File: src/rtl/start_din_conditioner_pkg.sv
`default_nettype none
// ---------------------------------------------------------------------------
// start_din_conditioner_pkg: shared debounce state codes and default sizes.
// Rev 1.0
// ---------------------------------------------------------------------------
package start_din_conditioner_pkg;

  localparam int N_BITS_DEF = 20;
  localparam int DIN_W_DEF  = 4;

  typedef enum logic [1:0] {
    ZERO  = 2'b00,
    WAIT1 = 2'b01,
    ONE   = 2'b10,
    WAIT0 = 2'b11
  } db_state_e;

endpackage
`default_nettype wire

File: src/rtl/start_din_conditioner_debounce_fsm.sv
`default_nettype none
// ---------------------------------------------------------------------------
// debounce_fsm: debounces one synchronized level; flags the debounced rise.
// Rev 1.0
// ---------------------------------------------------------------------------
module debounce_fsm
  import start_din_conditioner_pkg::*;
#(
  parameter int N_BITS = N_BITS_DEF
) (
  input  logic clk_i,
  input  logic reset_ni,
  input  logic level_i,
  output logic db_level_o,
  output logic rise_o
);

  localparam logic [N_BITS-1:0] C_CNT_ONE = {{(N_BITS-1){1'b0}}, 1'b1};

  db_state_e         state_q;
  logic [N_BITS-1:0] cnt_q;

  always_ff @(posedge clk_i or negedge reset_ni) begin
    if (!reset_ni) begin
      state_q <= ZERO;
      cnt_q   <= '0;
    end else begin
      case (state_q)
        ZERO: begin
          if (level_i) begin
            state_q <= WAIT1;
            cnt_q   <= '1;
          end
        end
        WAIT1: begin
          if (!level_i)          state_q <= ZERO;
          else if (cnt_q == '0)  state_q <= ONE;
          else                   cnt_q   <= cnt_q - C_CNT_ONE;
        end
        ONE: begin
          if (!level_i) begin
            state_q <= WAIT0;
            cnt_q   <= '1;
          end
        end
        WAIT0: begin
          if (level_i)           state_q <= ONE;
          else if (cnt_q == '0)  state_q <= ZERO;
          else                   cnt_q   <= cnt_q - C_CNT_ONE;
        end
        default: state_q <= ZERO;
      endcase
    end
  end

  // Asserted during the cycle whose closing edge moves WAIT1 -> ONE.
  assign rise_o     = (state_q == WAIT1) && level_i && (cnt_q == '0);
  assign db_level_o = state_q[1];

endmodule
`default_nettype wire

File: src/rtl/start_din_conditioner.sv
`default_nettype none
// ---------------------------------------------------------------------------
// start_din_conditioner: sync/debounce start switch, capture din, track busy.
// Rev 1.0
// ---------------------------------------------------------------------------
module start_din_conditioner
  import start_din_conditioner_pkg::*;
#(
  parameter int N_BITS = N_BITS_DEF,
  parameter int DIN_W  = DIN_W_DEF
) (
  input  logic             clk,
  input  logic             reset,
  input  logic [DIN_W:0]   sw,
  input  logic             done_tick,
  output logic             start_tick,
  output logic [DIN_W-1:0] din,
  output logic             busy,
  output logic             db_level
);

  logic [DIN_W:0]   s1_q, s2_q;
  logic             start_tick_q, start_tick_d;
  logic             busy_q, busy_d;
  logic [DIN_W-1:0] din_q, din_d;
  logic             rise;

  debounce_fsm #(
    .N_BITS (N_BITS)
  ) u_debounce (
    .clk_i      (clk),
    .reset_ni   (reset),
    .level_i    (s2_q[DIN_W]),
    .db_level_o (db_level),
    .rise_o     (rise)
  );

  // Acceptance is gated on pre-edge busy, so a rise coinciding with
  // done_tick is dropped rather than queued.
  always_comb begin
    start_tick_d = rise && !busy_q;
    din_d        = start_tick_d ? s2_q[DIN_W-1:0] : din_q;
    busy_d       = busy_q;
    if (start_tick_d)   busy_d = 1'b1;
    else if (done_tick) busy_d = 1'b0;
  end

  always_ff @(posedge clk or negedge reset) begin
    if (!reset) begin
      s1_q         <= '0;
      s2_q         <= '0;
      start_tick_q <= 1'b0;
      busy_q       <= 1'b0;
      din_q        <= '0;
    end else begin
      s1_q         <= sw;
      s2_q         <= s1_q;
      start_tick_q <= start_tick_d;
      busy_q       <= busy_d;
      din_q        <= din_d;
    end
  end

  assign start_tick = start_tick_q;
  assign busy       = busy_q;
  assign din        = din_q;

endmodule
`default_nettype wire
File: config.mk
export PLATFORM = sky130hd
export DESIGN_NAME = start_din_conditioner
export DESIGN_NICKNAME = d
export VERILOG_FILES = /design/src/rtl/start_din_conditioner_pkg.sv /design/src/rtl/start_din_conditioner_debounce_fsm.sv /design/src/rtl/start_din_conditioner.sv
export SDC_FILE = /design/constraint.sdc
export NUM_CORES = 1
export LEC_CHECK = 0
export CELL_PAD_IN_SITES_DETAIL_PLACEMENT = 1
export CELL_PAD_IN_SITES_GLOBAL_PLACEMENT = 1
export CORE_MARGIN = 3
export CORE_UTILIZATION = 40
export DETAILED_ROUTE_END_ITERATION = 8
export PLACE_DENSITY = 0.82
export RECOVER_POWER = 25
export SYNTH_ARGS = -nofsm -noshare
export SYNTH_HDL_FRONTEND = slang
export SYNTH_HIERARCHICAL = 1
export SYNTH_SLANG_ARGS = --single-unit
File: constraint.sdc
create_clock -name clk -period 2.5 [get_ports clk]
set_input_delay 0.25 -clock clk [delete_from_list [all_inputs] [get_ports clk]]
set_output_delay 0.25 -clock clk [all_outputs]
set_load 0.02 [all_outputs]
# Yosys cells after proc, flatten, opt, wreduce, memory -nomap -nowiden
# Cells that the tools add are included.
[word_totals]
ff_bits = 38
in_bits = 8
out_inout_bits = 7
word_cells = 41
[classes]
n_addsub = 1
n_eq_ne = 9
mux = 15
n_reduce_logical = 9
[ops]
columns = ["operator", "n"]
rows = [
  ["two-way mux 20 bit", 5],
  ["one-hot mux 20 bit (4 select lines)", 1],
  ["logical NOT 20 bit", 1],
  ["subtractor 20 x 1 -> 20 bit (second input constant)", 1],
  ["two-way mux 2 bit", 6],
  ["!= test 2 bit (second input constant)", 4],
  ["one-hot mux 2 bit (4 select lines)", 1],
  ["AND reduction 4 bit", 2],
  ["!= test 3 x 2 -> 1 bit (second input constant)", 2],
  ["equality test 2 bit (second input constant)", 2],
  ["logical AND 1 bit", 3],
  ["equality test 2 x 1 -> 1 bit (second input constant)", 1],
  ["logical NOT 2 bit", 1],
  ["two-way mux 1 bit", 2],
  ["nonzero test 2 bit", 1],
  ["logical NOT 1 bit", 1],
]

# Longest topological paths before layout
# Gate-level depths: netlist (run 1).
[depth]
ltp_word = 5
depth_mapped = 11
depth_no_buf = 8

# Hierarchy
# The synthesis (run 1) kept the hierarchy.
[by_module_without_submodules]
columns = ["mod", "instances", "cells_per_inst", "area_each_um2", "seq_area_each_um2"]
rows = [
  ["debounce_fsm", 1, 140, 1362.6, 550.5],
  ["start_din_conditioner", 1, 24, 486.7, 400.4],
]

# Worst setup path before layout (run 1)
# Ideal clock, no wire load.
[synth_timing]
kind = "reg-to-reg"
from = "register u_debounce.cnt_q[0]"
to = "register din_q[0], in the netlist din[0]"
setup_ns = 0.125
arrival_time_ns = 2.286
required_ns = 2.375
slack_ns = 0.089
path_stages_with_launch = 12
path_buffers = 3
synth_period_minus_slack_ns = 2.411
path_cell_list = "dfrtp_1 > inv_1 > ha_1 > nor4b_1 > and4b_1 > clkbuf_4 > buf_6 > nand2_1 > nor3b_1 > nor2b_1 > buf_6 > mux2_4"
[synth_via]
elab_chain_cells = 3
[synth_rtl]
columns = ["element", "line", "rtl"]
rows = [
  ["from (decl)", "start_din_conditioner_debounce_fsm.sv:21", "logic [N_BITS-1:0] cnt_q;"],
  ["from (signal assigned)", "start_din_conditioner_debounce_fsm.sv:38", "else cnt_q <= cnt_q - C_CNT_ONE;"],
  ["from (signal assigned)", "start_din_conditioner_debounce_fsm.sv:49", "else cnt_q <= cnt_q - C_CNT_ONE;"],
  ["logical NOT 20 bit", "start_din_conditioner_debounce_fsm.sv:57", "assign rise_o = (state_q == WAIT1) && level_i && (cnt_q == '0);"],
  ["logical AND 1 bit", "start_din_conditioner_debounce_fsm.sv:57", ""],
  ["net rise", "start_din_conditioner.sv:26", "logic rise;"],
  ["logical AND 1 bit", "start_din_conditioner.sv:41", "start_tick_d = rise && !busy_q;"],
  ["to (signal assigned)", "start_din_conditioner.sv:60", "din_q <= din_d;"],
  ["to (decl)", "start_din_conditioner.sv:25", "logic [DIN_W-1:0] din_q, din_d;"],
]
# The timed path passes the listed nets, and every way through them passes these cells.
# A chain may end at the register's enable or synchronous reset.

# Worst setup path in the final report (run 1)
[layout_timing]
from = "register u_debounce.cnt_q[1]"
to = "register din_q[3], in the netlist din[3]"
# The elaborated chain is that of the path after synthesis.

==> reports/results.ini, run 1 <==
[floorplanning]
dieArea_sq_mm = 0.005475
die_w_microns = 74.00
die_h_microns = 74.00
coreArea_sq_mm = 0.004414
start_util_pct = 41.89
io_pins = 15
rows = 24

[critical_path]
cp.buffers_inverters = 2
worst_path_dominant_cell_family = simple AND/OR/NAND/NOR gates
crit_path_start = u_debounce/cnt_q[1]$_DFFE_PN0P_
r2r-start = u_debounce/cnt_q[1]$_DFFE_PN0P_
critPathArrivalTime_ns = 2.55
critPathCaptureType = register
regToRegSetupSlack_ns = 0.14
start_kind = register
path_cells = inv_1 -> ha_1 -> nor4b_4 -> and4b_1 -> nand2_1 -> nor3b_2 -> nor2b_1 -> buf_4 -> mux2_4
critPathSlowestCell = dfrtp_1
slowest_delay_ns = 0.44
timing_worst_setup_path_type = reg -> reg
required_ns = 2.69
crit_path_max_fanout = 6

[grt]
grt_start_max_net_pins = 39
antenna_found_initial = 0
grt-ovfl-total = 0
first_global_vias = 1531
grt_pass1_wl_microns = 7569
gr-usage-all-layers_pct = 18.10

[power_and_ir_drop]
worst_ir_drop_vdd_mv = 0.3892
p_total_mw = 1.398
power_per_cell_area_mw_per_mm2 = 628.2
leakage_nw = 0.8469

[clock_tree]
clkSinkCount = 38
numCtsBuffers = 5
cts_tree = yes
clockBufferDepth = 2
htreeDepth = 2
holdBufCountCts = 0
cts_root_buffer = clkbuf_8
clk_latency_ns = 0.30
clk_pin_slew_ns = 0.08

[hold_path]
holdCritStartpoint = s1_q[2]$_DFF_PN0_
hold_path_class = reg -> reg

[timing]
min_period_ns = 2.358
slew_headroom_pct = 39.11
fin_tns_setup_ns = 0
timing.final.crit_share_pct = 94.34
final-max-slew-violation-count = 0
skew_ns = 0.006928
clock.fmax_ghz = 0.4240
hold_viol_final = 0
finalSetupViolCount = 0
rsz0062_at_grt = no
tightest_slew_ns = 0.9133

[route]
viasPerCell = 5.752
vias = 1392
antenna_left = 0
drtIter0Drc = 124
drtPass1Iterations = 4
drc = 0
routed_wl_microns = 4399
wl_per_cell_microns = 18.18

[logic_synthesis]
synthCells = 164
synth.distinct_cells = 46
ys_warn_count = 6
syn_area_per_cell_sq_um = 11.28
syn_area_sq_mm = 0.001849
synth-seq-cells = 38
synth.area.top_cells = dfrtp_1, mux2i_1, mux2_4
synth_top_area_share_pct = 51.42
synthArstFlopShare_pct = 100.0
synth_fp_nets = 174
ys_seq_area_share_pct = 51.42
synth_common_cells = dfrtp_1, nor2_1, nand3_1
synth.largest_area_cell = dfrtp_1
synthFlopType = dfrtp_1
synth_edf_count = 0
yosysMostFrequentCell = dfrtp_1

[final_layout]
drive_gt1_share_pct = 19.47
area_growth_pct = 20.37
nets = 199
diodes = 0
final_cell_area_sq_mm = 0.002226

[flow_run]
cap_violations = 0

[place]
dp_hpwl_microns = 3059
place_area_sq_mm = 0.002078
place.port_buffers = 14
place_congestion = 0.9143

[outcome]
status = completed

-- routing by layer --
metal	routed length [microns]	track usage [%]	share of wire, %
met2	2261	31.00	51
met3	164	5.676	3.7
met1	1918	21.97	44
met5	0	0	0
met4	55	5.030	1.3
-- cell families (layout without fill, tap and decap cells) --
kind of cell    after synthesis  count (layout)  synth area share [%]
xor+xnor                      2               2                0.9474
flops                        38              38                 51.42
buf+inv                      10              36                 3.586
simple gates                 73              73                 23.88
fa+ha+maj                     2               2                 1.353
compound gates               24              24                 9.337
mux                          15              15                 9.472
-- path summary, 6_finish.rpt --
check / end / cells past startpoint
worst max-delay path: din[3]$_DFFE_PN0P_ / 9
worst min-delay path: s2_q[2]$_DFF_PN0_ / 0
worst max register to register: din[3]$_DFFE_PN0P_ / 9
worst min register to register: s2_q[2]$_DFF_PN0_ / 0
max in group asynchronous: u_debounce/cnt_q[4]$_DFFE_PN0P_ / 2
min in group asynchronous: u_debounce/cnt_q[16]$_DFFE_PN0P_ / 2
-- sequential cells by signal, indices dropped and copies added (netlist names), named ones only --
name / count
busy: 1
din: 4
u_debounce/state_q: 1
s1_q: 5
s2_q: 5
start_tick: 1
u_debounce/cnt_q: 20
-- final cells by class --
| class | instances | area, sq um |
|---|---|---|
| clock inverters | 3 | 45.04 |
| multi-input cells | 116 | 860.8 |
| repair buffers | 26 | 227.7 |
| well taps | 52 | 65.06 |
| flip-flops and latches | 38 | 950.9 |
| inverters | 2 | 7.507 |
| clock buffers | 5 | 68.82 |
| fillers | 479 | 2188 |
-- worst reg2reg max path, stage by stage (launching register included) --
cell     delay, ns
dfrtp_1       0.44
inv_1         0.10
ha_1          0.20
nor4b_4       0.24
and4b_1       0.28
nand2_1       0.11
nor3b_2       0.21
nor2b_1       0.18
buf_4         0.18
mux2_4        0.30
-- where the power goes --
group	switching (mW)	internal (mW)	leakage, nW	total, mW
combinational	0.0859	0.0790	0.385	0.165
sequential	0.0553	0.657	0.412	0.713
clock	0.224	0.297	0.0504	0.521
-- cells in the final DEF (no fill, tap or decap), types with 5 or more instances in the layout --
cell              n
clkbuf_8          5
mux2i_1           7
clkdlybuf4s50_1   8
dlygate4sd3_1     6
nor2_1           10
dfrtp_1          38
buf_4            11
nand3_1           9
nand4_1           6
nand2_1           8
nor4_1            6
-- through the flow --
stage	utilization [%]	setup WS, ns	std cells	hold WS [ns]
6_report	50.43	0.1416	242	0.3525
5_1_grt	50.43	0.007933	242	0.3620
2_1_floorplan	-	0.08887	164	-0.04559
3_5_place_dp	47.08	0.03851	233	0.3378
3_3_place_gp	47.08	0.2445	233	0.3314
4_1_cts	49.80	0.004035	241	0.3582
-- timing repair --
| action | in CTS | in global routing |
|---|---|---|
| setup endpoints to repair | 4 | 6 |
| resized for setup | 1 | 3 |
| setup buffers | 0 | 1 |
| gates cloned | 0 | 0 |
| pin swaps | 0 | 1 |
Note: power is estimated with default switching activity, not from simulation.
==> inputs of run 2 (changes only) <==
- PLACE_DENSITY: 0.82 -> 0.79
- SETUP_SLACK_MARGIN: not set -> 0.3
- clock period: 2.5 -> 2.65 ns (I/O delays scaled with it)
==> reports/results.ini, run 2 (same netlist as run 1, synthesis figures left out) <==
[route]
drtPass1Iterations = 5  ; +1
drc = 0  ; unchanged
viasPerCell = 6.078  ; +5.7%
antenna_left = 0  ; unchanged
wl_per_cell_microns = 21.68  ; +19%
vias = 1489  ; +7.0%
drtIter0Drc = 78  ; -37%
routed_wl_microns = 5312  ; +21%

[critical_path]
r2r-start = u_debounce/cnt_q[6]$_DFFE_PN0P_
crit_path_max_fanout = 7  ; +1
crit_end = busy$_DFFE_PN0P_
critPathArrivalTime_ns = 2.67  ; +0.12 ns
reg2reg_depth = 11  ; +2
start_kind = register
critPathCaptureType = register
path_cells = nor3_1 -> and3_1 -> nand2_2 -> nor3b_4 -> buf_4 -> buf_4 -> buf_4 -> buf_4 -> buf_4 -> nor2_1 -> a21oi_1
slowest_delay_ns = 0.51  ; +0.07 ns
required_ns = 2.86  ; +0.17 ns
critPathSlowestCell = dfrtp_1
crit_path_start = u_debounce/cnt_q[6]$_DFFE_PN0P_
regToRegSetupSlack_ns = 0.19  ; +0.05 ns
rr_endpoint = busy$_DFFE_PN0P_
crit_top_cell = buf_4
timing_worst_setup_path_type = reg -> reg

[power_and_ir_drop]
worst_ir_drop_vdd_mv = 0.3830  ; -1.6%
leakage_nw = 0.8708  ; +2.8%
power_per_cell_area_mw_per_mm2 = 591.1  ; -5.9%
p_total_mw = 1.357  ; -2.9%

[grt]
grt_start_max_net_pins = 39  ; unchanged
gr-usage-all-layers_pct = 18.60  ; +0.50 points
first_global_vias = 1515  ; -1.0%
antenna_found_initial = 0  ; unchanged
grt-ovfl-total = 0  ; unchanged
grt_pass1_wl_microns = 7562  ; about the same

[timing]
fin_tns_setup_ns = 0  ; unchanged
final-max-slew-violation-count = 39  ; +39
finalSetupViolCount = 0  ; unchanged
slew_headroom_pct = -31.36  ; -70 points
rsz0062_at_grt = yes
holdWs_ns = 0.3590  ; +0.006468 ns
tightest_slew_ns = 1.970  ; +1.057 ns
hold_viol_final = 0  ; unchanged
min_period_ns = 2.461  ; +0.1022 ns
skew_ns = 0.007093  ; +0.0001654 ns
timing.final.crit_share_pct = 92.85  ; -1.5 points
clock.fmax_ghz = 0.4064  ; -4.2%

[final_layout]
final_cell_area_sq_mm = 0.002296  ; +3.1%
nets = 203  ; +2.0%
largestRegisters = u_debounce/cnt_q: 20 flops, s1_q: 5 flops, s2_q: 5 flops
final_common_cell = dfrtp_1
regMostFlops = u_debounce/cnt_q
area_growth_pct = 24.15
drive_gt1_share_pct = 24.35  ; +4.9 points
final-instance-count-excl-fill = 245  ; +1.2%
final_cell_mix = dfrtp_1, buf_4, nor2_1
largest_register_ffs = 20  ; unchanged
diodes = 0  ; unchanged

[floorplanning]
start_util_pct = 41.89  ; unchanged
rows = 24  ; unchanged
die_h_microns = 74.00  ; unchanged
dieArea_sq_mm = 0.005475  ; unchanged
coreArea_sq_mm = 0.004414  ; unchanged
io_pins = 15  ; unchanged
die_w_microns = 74.00  ; unchanged

[place]
place.port_buffers = 14  ; unchanged
place_area_sq_mm = 0.002049  ; -1.4%
dp_hpwl_microns = 3139  ; +2.6%
dp.cells = 229  ; -1.7%
place_congestion = 0.9722  ; +6.3%

[clock_tree]
clkSinkCount = 38  ; unchanged
cts_root_buffer = clkbuf_8
htreeDepth = 2  ; unchanged
clk_pin_slew_ns = 0.07  ; about the same
clk_latency_ns = 0.29  ; about the same
clockBufferDepth = 2  ; unchanged
cts_tree = yes
holdBufCountCts = 0  ; unchanged
numCtsBuffers = 5  ; unchanged

[outcome]
violations = capacitance limit, slew limit
status = complete, but fails checks

[flow_run]
cap_violations = 1  ; +1

[hold_path]
hold_path_class = reg -> reg

run 2: changes by cell type in the layout (fill, tap and decap cells not counted), moves of 2 or more:
cell,previous run,this run
buf_4,11,15
clkinvlp_4,2,0
dfrtp_1,38,36
dfrtp_2,0,2
ha_1,2,0
run 2: worst min path at each step:
stage	slack [ns]	to	from	depth (start not counted)
finish	0.36	s2_q[1]$_DFF_PN0_	s1_q[1]$_DFF_PN0_	0
CTS	0.12	u_debounce/cnt_q[13]$_DFFE_PN0P_	reset	1
detailed placement	0.34	s2_q[1]$_DFF_PN0_	s1_q[1]$_DFF_PN0_	0
global placement	0.33	s2_q[3]$_DFF_PN0_	s1_q[3]$_DFF_PN0_	0
floorplan	-0.03	busy$_DFFE_PN0P_	reset	0
global route	0.37	s2_q[4]$_DFF_PN0_	s1_q[4]$_DFF_PN0_	0
run 2: area by class of cell:
class / count / area, sq um
clock buffers: 6 / 82.58
inverters: 2 / 7.507
clock inverters: 1 / 30.03
repair buffers: 30 / 257.7
well taps: 52 / 65.06
flip-flops and latches: 38 / 953.4
multi-input cells: 116 / 899.6
fillers: 471 / 2118
run 2: layer usage:
metal  vias up  share of wire (%)  GRT usage (%)
li1        666                  -              -
met1       765                 42          22.08
met2        44                 51          30.81
met3        14                3.7          4.595
met4         0                3.4          10.46
met5         -                  0              0
run 2: repair_timing:
item | in CTS | in global routing
hold endpoints to repair | 0 | 0
setup buffers | 5 | 4
cloned | 0 | 0
pin swaps | 1 | 2
setup endpoints to repair | 5 | 10
resized for setup | 5 | 10
run 2: metrics by stage:
stage / utilization, % / setup slack (ns)
2_1_floorplan: - / 0.3155
3_3_place_gp: 46.43 / 0.4583
3_5_place_dp: 46.43 / 0.2243
4_1_cts: 50.26 / 0.3120
5_1_grt: 52.01 / 0.1183
6_report: 52.01 / 0.1894
run 2: power breakdown:
group	total (mW)	switching, mW	internal [mW]
sequential	0.699	0.0779	0.621
clock	0.501	0.200	0.301
combinational	0.157	0.0762	0.0805
total	1.36	0.354	1.00
run 2: critical path: cells and delay by family (launching register included):
family                 cells  cell delay, ns
AOI/OAI and AO/OA          1            0.15
buffers and inverters      5            0.51
DFF                        1            0.51
and+or+nand+nor            5            1.21
==> inputs of run 3 (changes only) <==
- CORE_MARGIN: 3 -> not set
- clock period: 2.65 -> 2.5 ns (I/O delays scaled with it)
==> reports/results.ini, run 3 (same netlist as run 1, synthesis figures left out) <==
[outcome]
status = completed

[timing]
hold_viol_final = 0  ; unchanged
tightest_slew_ns = 0.9462  ; -1.024 ns
min_period_ns = 2.217  ; -0.2436 ns
holdWs_ns = 0.3510  ; -0.007929 ns
slew_headroom_pct = 36.92  ; +68 points
rsz0062_at_grt = yes
skew_ns = 0.007716  ; +0.0006227 ns
timing.final.crit_share_pct = 88.68  ; -4.2 points
fin_tns_setup_ns = 0  ; unchanged
final-max-slew-violation-count = 0  ; -100%
finalSetupViolCount = 0  ; unchanged
clock.fmax_ghz = 0.4511  ; +11%

[route]
viasPerCell = 5.959  ; -1.9%
drtPass1Iterations = 4  ; -1
drtIter0Drc = 123  ; +58%
routed_wl_microns = 4934  ; -7.1%
antenna_left = 0  ; unchanged
drc = 0  ; unchanged
wl_per_cell_microns = 20.14  ; -7.1%
vias = 1460  ; -1.9%

[power_and_ir_drop]
worst_ir_drop_vdd_mv = 0.3613  ; -5.7%
leakage_nw = 0.8861  ; +1.8%
clockPowerShare_pct = 32.9  ; -4.0 points
power_per_cell_area_mw_per_mm2 = 584.2  ; -1.2%
p_total_mw = 1.339  ; -1.3%
swShare_pct = 27.82  ; +1.7 points
combPwrFrac_pct = 13.7  ; +2.2 points
power_switching_mw = 0.3725  ; +5.1%
p_int_mw = 0.9666  ; -3.6%
power_frac_seq_pct = 53.4  ; +1.9 points

[place]
place.port_buffers = 14  ; unchanged
dp.cells = 233  ; +1.7%
dp_hpwl_microns = 3325  ; +5.9%
place_congestion = 0.9459  ; -2.7%
place_area_sq_mm = 0.002111  ; +3.0%

[clock_tree]
clkSinkCount = 38  ; unchanged
cts_tree = yes
clk_latency_ns = 0.29  ; about the same
clk_pin_slew_ns = 0.07  ; about the same
numCtsBuffers = 5  ; unchanged
htreeDepth = 2  ; unchanged
cts_root_buffer = clkbuf_8
clockBufferDepth = 2  ; unchanged

[final_layout]
final_cell_mix = dfrtp_1, buf_4, nor2_1
diodes = 0  ; unchanged
final_cell_area_sq_mm = 0.002292  ; -0.16%
largest_register_ffs = 20  ; unchanged
largestRegisters = u_debounce/cnt_q: 20 flops, s1_q: 5 flops, s2_q: 5 flops
final-instance-count-excl-fill = 245  ; unchanged
nets = 202  ; -0.49%
area_growth_pct = 23.95
final_common_cell = dfrtp_1
regMostFlops = u_debounce/cnt_q
drive_gt1_share_pct = 26.94  ; +2.6 points

[hold_path]
hold_path_class = reg -> reg
holdCritStartpoint = s1_q[2]$_DFF_PN0_

[floorplanning]
start_util_pct = 42.18  ; +0.29 points
rows = 24  ; unchanged
die_w_microns = 70.00  ; -5.4%
die_h_microns = 70.00  ; -5.4%
dieArea_sq_mm = 0.004899  ; -11%
io_pins = 15  ; unchanged
coreArea_sq_mm = 0.004384  ; -0.68%

[grt]
antenna_found_initial = 0  ; unchanged
grt-ovfl-total = 0  ; unchanged
grt_start_max_net_pins = 39  ; unchanged
first_global_vias = 1515  ; unchanged
grt_pass1_wl_microns = 7955  ; +5.2%
gr-usage-all-layers_pct = 21.01  ; +2.4 points

[critical_path]
timing_worst_setup_path_type = reg -> reg
crit_path_start = u_debounce/cnt_q[13]$_DFFE_PN0P_
worst_path_dominant_cell_family = simple AND/OR/NAND/NOR gates
start_kind = register
required_ns = 2.68  ; -0.18 ns
r2r-start = u_debounce/cnt_q[13]$_DFFE_PN0P_
critPathArrivalTime_ns = 2.40  ; -0.27 ns
slowest_delay_ns = 0.45  ; -0.06 ns
path_cells = nor4_4 -> buf_4 -> and4b_2 -> nand2_4 -> nor3b_4 -> nor2b_4 -> mux2_4
cp.buffers_inverters = 1  ; -4
critPathSlowestCell = dfrtp_2
critPathCaptureType = register
crit_path_max_fanout = 5  ; -2

[flow_run]
cap_violations = 0  ; -1

-- run 3: cell types whose count changed in the layout (fill, tap and decap cells not counted), sizes merged --
cell and delta:
dlygate4sd3 +1, buf -2, clkinv +1, clkinvlp +1, bufinv -1
-- run 3: power groups by stage --
| stage | clock network, mW | logic (mW) | registers (mW) |
|---|---|---|---|
| detailed placement | 0 | 0.161 | 0.727 |
| global route | 0.475 | 0.202 | 0.719 |
| floorplan | 0 | 0.102 | 0.709 |
| finish | 0.441 | 0.184 | 0.714 |
| global placement | 0 | 0.150 | 0.721 |
| CTS | 0.451 | 0.179 | 0.709 |
-- run 3: repair_timing --
item,CTS,global route
hold buffers,0,0
pin swaps,2,3
endpoints found under the setup margin,9,8
buffers inserted,2,2
gates resized for setup,5,11
-- run 3: path summary, 6_finish.rpt --
path,endpoint,slack (ns),cells after the start
max in group asynchronous,u_debounce/cnt_q[12]$_DFFE_PN0P_,1.24,2
max reg2reg,din[0]$_DFFE_PN0P_,0.28,7
min reg2reg,s2_q[2]$_DFF_PN0_,0.35,0
min in group asynchronous,din[0]$_DFFE_PN0P_,0.62,2
min,s2_q[2]$_DFF_PN0_,0.35,0
max,din[0]$_DFFE_PN0P_,0.28,7
-- run 3: stage by stage --
stage | setup WS, ns | utilization (%)
2_1_floorplan | 0.2671 | -
3_3_place_gp | 0.3261 | 48.14
3_5_place_dp | 0.1611 | 48.14
4_1_cts | 0.3050 | 51.28
5_1_grt | 0.2255 | 52.28
6_report | 0.2830 | 52.28
-- run 3: cell type report --
cell class | instances | area, sq um
clock buffer | 6 | 82.58
clock inverter | 2 | 12.51
inverter | 2 | 7.507
sequential | 38 | 954.7
tap | 52 | 65.06
timing repair buffer | 29 | 250.2
multi-input combinational | 116 | 919.6
fill | 463 | 2092
-- run 3: routing by layer --
metal / part of all wire (%) / wire length, microns / GRT usage (%)
met2: 50 / 2480 / 34.40
met4: 0.97 / 48 / 5.778
met1: 45 / 2235 / 28.21
met3: 3.4 / 169 / 4.473
met5: 0 / 0 / 0
